==> config.mk <==
export PLATFORM = sky130hd
export DESIGN_NAME = pci_addr_decoder
export DESIGN_NICKNAME = d
export VERILOG_FILES = /design/src/rtl/pci_addr_decoder.sv
export SDC_FILE = /design/constraint.sdc
export NUM_CORES = 1
export LEC_CHECK = 0
export ABC_CLOCK_PERIOD_IN_PS = 2550
export CAP_MARGIN = 5
export CELL_PAD_IN_SITES_DETAIL_PLACEMENT = 1
export CELL_PAD_IN_SITES_GLOBAL_PLACEMENT = 1
export CORE_UTILIZATION = 32
export CTS_CLUSTER_SIZE = 30
export DETAILED_ROUTE_END_ITERATION = 8
export PLACE_DENSITY = 0.85
export SLEW_MARGIN = 20
export SYNTH_ARGS = -nofsm -noshare
export SYNTH_HDL_FRONTEND = slang
export SYNTH_SLANG_ARGS = --single-unit
==> constraint.sdc <==
create_clock -name clk -period 2.55 [get_ports clk]
set_input_delay 0.255 -clock clk [delete_from_list [all_inputs] [get_ports clk]]
set_output_delay 0.255 -clock clk [all_outputs]
set_load 0.05 [all_outputs]
==> src/rtl/pci_addr_decoder.sv <==
// rtl/pci_addr_decoder.sv - PCI target address-phase decoder feeding the DEVSEL# stage
// Latches the address phase, matches three BAR windows and tracks burst data phases.
module pci_addr_decoder #(
  parameter logic [31:0] BAR0_BASE     = 32'h1000_0000,
  parameter logic [31:0] BAR1_BASE     = 32'h2000_0000,
  parameter logic [31:0] BAR2_BASE     = 32'h3000_0000,
  parameter int          BAR_SIZE_LOG2 = 6
) (
  input  logic        clk,
  input  logic        RST,
  input  logic        frame,
  input  logic        irdy,
  input  logic        trdy,
  input  logic [31:0] ad,
  input  logic [3:0]  cbe,
  output logic [1:0]  decoderInput,
  output logic        hit,
  output logic [3:0]  cmd,
  output logic        is_read,
  output logic        is_write,
  output logic [31:0] cur_addr,
  output logic        bar_end,
  output logic        last_phase
);

  localparam int L = BAR_SIZE_LOG2;

  typedef enum logic [1:0] {IDLE, DATA, TURN} state_t;

  state_t      state, stateNext;
  logic        frameQ;
  logic [1:0]  decNext;
  logic        hitNext, rdNext, wrNext, lastNext, barEndNext;
  logic [3:0]  cmdNext;
  logic [31:0] addrNext, adWord;
  logic        addrPhase, completion;
  logic        bar0Match, bar1Match, bar2Match, anyMatch, cmdOk, claim;
  logic [1:0]  barIdx;

  assign adWord     = ad & 32'hFFFF_FFFC;
  assign addrPhase  = !frame && frameQ;
  assign completion = !irdy && !trdy;

  assign bar0Match = adWord[31:L] == BAR0_BASE[31:L];
  assign bar1Match = adWord[31:L] == BAR1_BASE[31:L];
  assign bar2Match = adWord[31:L] == BAR2_BASE[31:L];
  assign anyMatch  = bar0Match || bar1Match || bar2Match;
  assign barIdx    = bar0Match ? 2'd0 : (bar1Match ? 2'd1 : 2'd2);
  assign cmdOk     = cbe inside {4'b0110, 4'b0111, 4'b1100, 4'b1110};
  assign claim     = anyMatch && cmdOk;

  always_comb begin
    stateNext = state;
    decNext   = decoderInput;
    hitNext   = hit;
    cmdNext   = cmd;
    rdNext    = is_read;
    wrNext    = is_write;
    addrNext  = cur_addr;
    lastNext  = 1'b0;
    case (state)
      IDLE: begin
        if (addrPhase) begin
          stateNext = DATA;
          cmdNext   = cbe;
          addrNext  = adWord;
          hitNext   = claim;
          decNext   = claim ? barIdx : 2'd3;
          rdNext    = claim && (cbe inside {4'b0110, 4'b1100, 4'b1110});
          wrNext    = claim && (cbe == 4'b0111);
        end
      end
      DATA: begin
        if (hit && completion) begin
          // Burst stops at the last dword of the window rather than wrapping out of it
          if (!bar_end) addrNext = cur_addr + 32'd4;
          if (frame) begin
            lastNext  = 1'b1;
            stateNext = TURN;
          end
        end else if (frame && irdy) begin
          stateNext = TURN;
        end
      end
      TURN: begin
        decNext   = 2'd3;
        hitNext   = 1'b0;
        rdNext    = 1'b0;
        wrNext    = 1'b0;
        stateNext = IDLE;
      end
      default: stateNext = IDLE;
    endcase
    barEndNext = hitNext && (&addrNext[L-1:2]);
  end

  always_ff @(posedge clk) begin
    if (RST) begin
      state        <= IDLE;
      frameQ       <= 1'b1;
      decoderInput <= 2'd3;
      hit          <= 1'b0;
      cmd          <= 4'd0;
      is_read      <= 1'b0;
      is_write     <= 1'b0;
      cur_addr     <= 32'd0;
      bar_end      <= 1'b0;
      last_phase   <= 1'b0;
    end else begin
      state        <= stateNext;
      frameQ       <= frame;
      decoderInput <= decNext;
      hit          <= hitNext;
      cmd          <= cmdNext;
      is_read      <= rdNext;
      is_write     <= wrNext;
      cur_addr     <= addrNext;
      bar_end      <= barEndNext;
      last_phase   <= lastNext;
    end
  end

endmodule

# Word level (Yosys, flattened, before mapping)
# Index checks and enable logic that the tools add are counted.
[totals]
input_bits = 41
out_inout_bits = 43
register_bits = 46
wordCells = 73
[classes]
n_reduce_logical = 24
muxes = 21
eq_ne = 14
add_sub_neg = 1
bitwise_logic = 2
[op_table]
columns = ["operator", "count"]
rows = [
  ["2-to-1 mux 32 bit", 3],
  ["one-hot mux 32 bit (2 select lines)", 1],
  ["equality test 26 x 24 -> 1 bit, second input constant", 2],
  ["adder 32 x 3 -> 32 bit, second input constant", 1],
  ["equality test 26 x 23 -> 1 bit, second input constant", 1],
  ["2-to-1 mux 2 bit", 8],
  ["equality test 4 x 3 -> 1 bit, second input constant", 2],
  ["equality test 4 bit, second input constant", 2],
  ["logical AND 1 bit", 8],
  ["one-hot mux 2 bit (2 select lines)", 2],
  ["AND reduction 4 bit", 2],
  ["!= test 2 bit, second input constant", 3],
  ["!= test 3 bit, second input constant", 2],
  ["one-hot mux 1 bit (2 select lines)", 3],
  ["2-to-1 mux 1 bit", 4],
  ["AND reduction 2 bit", 2],
  ["nonzero test 2 bit", 2],
  ["nonzero test 4 bit", 1],
  ["zero test 1 bit", 3],
  ["AND reduction 3 bit", 1],
  ["nonzero test 3 bit", 1],
  ["OR reduction 3 bit", 1],
  ["equality test 2 x 1 -> 1 bit, second input constant", 1],
  ["equality test 2 bit, second input constant", 1],
  ["other kinds (3)", 5],
]

# Logic depth before layout (Yosys ltp)
[depth]
word_depth = 7
ltp_mapped = 7
depth_no_buf = 6

# Worst setup path after synthesis
# No wires, ideal clock.
[synth_path]
kind = "register to register"
startpoint = "reg cur_addr[2]"
endpoint = "reg cur_addr[20]"
required_ns = 2.476
arrival_time_ns = 2.124
stages_incl_launch_ff = 7
path_slack_ns = 0.352
path_buffers = 0
setup_time_ns = 0.074
synth_period_minus_slack_ns = 2.198
cell_sequence = "dfxtp_1 > ha_1 > nand3_1 > nor2_1 > nand3_1 > or3_1 > a31oi_1"
[synth_via]
elab_chain_len = 4
[synth_rtl]
columns = ["item", "line_no", "text"]
rows = [
  ["start, declared", "21", "output logic [31:0] cur_addr,"],
  ["start signal, assigned", "117", "cur_addr <= addrNext;"],
  ["adder 32 x 3 -> 32 bit", "76", "if (!bar_end) addrNext = cur_addr + 32'd4;"],
  ["2-to-1 mux 32 bit", "76", ""],
  ["2-to-1 mux 32 bit", "74", "if (hit && completion) begin"],
  ["one-hot mux 32 bit (2 select lines)", "61", "case (state)"],
]
# Every way passes these cells. The select of a mux whose other input is x is not followed.
# A chain may end at the register's enable or synchronous reset.

# Final worst setup path
[layout_path]
startpoint = "in trdy"
endpoint = "reg cur_addr[17]"
[layout_via]
elab_chain_len = 5
[layout_rtl]
columns = ["item", "line_no", "text"]
rows = [
  ["start, declared", "13", "input logic trdy,"],
  ["zero test 1 bit", "42", "assign completion = !irdy && !trdy;"],
  ["logical AND 1 bit", "42", ""],
  ["logical AND 1 bit", "74", ""],
  ["!= test 2 bit (no source line)", "--", ""],
  ["AND reduction 4 bit (no source line)", "--", ""],
]
# Every way passes these cells.

==> impl_results.md <==
* Nets at 449
* Pleak at 1.24 nW
* CTS tree: done
* Hold_ws at 0.462 ns
* Area grow syn2layout at 44.1%
* Mapped Avg Cell Area at 7.73 µm²
* CTS root buffer: clkbuf_8
* CTS Buffer Depth at 2
* MaxCap Viol Count at 0
* DRC at 0
* Number of placed instances with taps included at 499
* Synth area leader: dfxtp_1
* Via/cell ratio at 5.57
* Final min period at 2.23 ns
* Slew Viols, Final at 0
* Total Routed Length at 8760 µm
* Reg2reg setup slack at 0.39 ns
* Vias in the first global route at 2,912
* Die height at 89.8 µm
* Initial Util at 33.5%
* Gr usage total at 21.5%
* Power density cells at 471 nW/µm²
* Final ANT Viol Nets at 0
* #FFs+latches synth at 44
* Synth Warn # at 0
* # fillers at 925
* GPL Wtd Cong at 0.806
* Count leader, synth: dfxtp_1
* Clock Latency Late Sink at 0.31 ns
* Layout cells sized above 1 at 9.56%
* Count of cell types in the netlist at 54
* Register area share after synthesis at 35.7%
* First-pass GRT wire length at 14,300 µm
* Core box area at 7370 µm²
* Synth cell count leaders: dfxtp_1, nand2_1, a21oi_1, nor2_1, nand3_1
* Fin crit share at 87.6%
* Leading post-synthesis cells by cell area: dfxtp_1, nand2_1, a21oi_1, a31oi_1, nor2_1
* Kind of start point of the critical path: input pin
* PostCTS Resize Cnt at 0
* Hold wc startpoint: cmd[2]
* Maximum vdd drop at 170 µV
* Min-Delay Path Class: flip-flop to flip-flop
* Initial antenna violation count at 0
* Hold Path Stages at 2
* Synth top area share at 35.7%
* # diodes at 0
* Buffer and inverter count on the worst path at 1
* Post-synthesis instance total at 319
* Post-synth EDFFs at 0
* Asr flop ratio synth at 0%
* H-tree levels at 2
* IO buf count at 79
* FP Rows at 31
* Final non-filler cell total at 507
* Clock Skew at 0.00767 ns
* Worst r2r dst: cur_addr[17]
* Synthesized area at 2470 µm²
* Crit. End Element: flip-flop
* Slowest-stage cell, CP: or4b_4
* RSZ-0062 raised after global routing: no
* Largest stage delay, worst path at 0.61 ns
* Status: finished clean
* Slew margin rel. at 59.7%
* Cell family with most CP delay: simple AND/OR/NAND/NOR gates
* Cells along the critical path: clkdlybuf4s50_1, or4b_4, nor4_4, nand2_2, or3_1, a31oi_1
* Detailed placement HPWL at 6570 µm
* Arrival time worst endpoint at 2.47 ns
* Die ar. at 8060 µm²
* Cells on worst reg2reg path at 5
* Final-report setup violation count at 0
* Total CTS buffers at 5
* Top_reg_cell synth: dfxtp_1
* Worst Hold Path EP: cmd[2]
* Reg-to-Reg Start: hit
* CP startpoint: trdy
* Largest net degree at the start of global routing at 45
* First-pass DRT Iterations at 4
* # Post-CTS Setup Buffers at 0
* Crit path required time at 2.78 ns
* Width of the die at 89.8 µm
* I/O pin total at 84
* Worst-margin pin slew at 0.605 ns
* Initial DRC count at 127
* Overflow after GRT at 0
* CP max FO at 5
* CTS hold repair buffers at 0
* Clock Pin Slew Worst Setup and Hold Paths at 0.09 ns
* Clk sinks at 44
* Endpoints failing hold at 0
* Wire length per cell at 17.3 µm
* Via count at 2,825
* Fmax at 0.448 GHz
* Worst setup path class: input pin to flip-flop
==> area by class of cell <==
cell class | instances | area [µm²] | area share (%)
inverters | 8 | 30.0 | 0.845
well taps | 99 | 124 | 3.49
flip-flops and latches | 44 | 881 | 24.8
repair buffers | 97 | 938 | 26.4
clock buffers | 8 | 90.1 | 2.54
multi-input cells | 251 | 1490 | 41.9
==> logic make-up (layout without fill, tap and decap cells) <==
logic type / Yosys count / count (layout) / synth area share [%]
AND/OR/NAND/NOR: 160 / 160 / 35.9
multiplexers: 4 / 4 / 1.62
flip-flops: 44 / 44 / 35.7
XOR/XNOR: 1 / 1 / 0.355
adder cells (fa/ha/maj): 1 / 1 / 0.507
buffers and inverters: 25 / 113 / 4.36
other: 1 / 2 / 0.152
AO/OA/AOI/OAI: 83 / 83 / 21.4
==> worst min-delay path, delay by kind of cell (launching register included) <==
kind / cells / cell delay (ns)
flip-flops: 1 / 0.32
AND/OR/NAND/NOR: 1 / 0.05
AO/OA/AOI/OAI: 1 / 0.05
==> through the flow <==
stage	total power (W)	utilization (%)	instance area (µm²)	TNS, ns	setup WS [ns]
2_1_floorplan	0.00101	-	2470	0	0.352
3_3_place_gp	0.00120	47.0	3460	0	0.127
3_5_place_dp	0.00121	47.0	3460	-0.0118	-0.0118
4_1_cts	0.00168	48.2	3550	0	0.308
5_1_grt	0.00173	48.2	3550	0	0.267
6_report	0.00167	48.2	3550	0	0.317
==> layer usage <==
| layer | up-vias | wire length, µm | track usage [%] |
|---|---|---|---|
| met1 | 1361 | 3910 | 26.9 |
| li1 | 1367 | - | - |
| met3 | 8 | 449 | 3.55 |
| met5 | - | 0 | 0 |
| met4 | 0 | 90 | 5.19 |
| met2 | 89 | 4320 | 38.2 |
==> sequential cells by signal, summed over array words and instances (netlist names) <==
signal,count
cur_addr,30
cmd,4
decoderInput,2
state,2
bar_end,1
frameQ,1
hit,1
is_read,1
is_write,1
last_phase,1
==> placed cells by master, fill, tap and decap left out, drive strengths merged, types with 2 or more instances in the layout <==
cell type	instances
a21o	2
a21oi	29
a22oi	2
a2bb2oi	3
a31oi	16
a32oi	2
a41oi	2
and2	2
and3	10
buf	18
clkbuf	8
clkdlybuf4s50	79
conb	2
dfxtp	44
inv	8
mux2i	4
nand2	41
nand3	17
nand4	14
nand4b	2
nor2	25
nor2b	8
nor3	5
nor3b	2
nor4	8
nor4b	4
o211ai	7
o21ai	11
or2	6
or3	9
or4b	3
==> power breakdown <==
| part | leakage (nW) | switching, W | internal, W |
|---|---|---|---|
| clock | 0.0455 | 0.000256 | 0.000222 |
| sequential | 0.360 | 0.0000494 | 0.000723 |
| combinational | 0.839 | 0.000252 | 0.000173 |
==> worst max path at each step <==
stage,endpoint,slack [ns],depth (start not counted)
after floorplan,cur_addr[20],0.35,6
after global placement,cur_addr[15],0.13,6
after detailed placement,cur_addr[17],-0.01,6
after CTS,cur_addr[17],0.31,6
after global routing,cur_addr[17],0.27,6
final,cur_addr[17],0.32,6
Power figures use the tool's default switching activity.
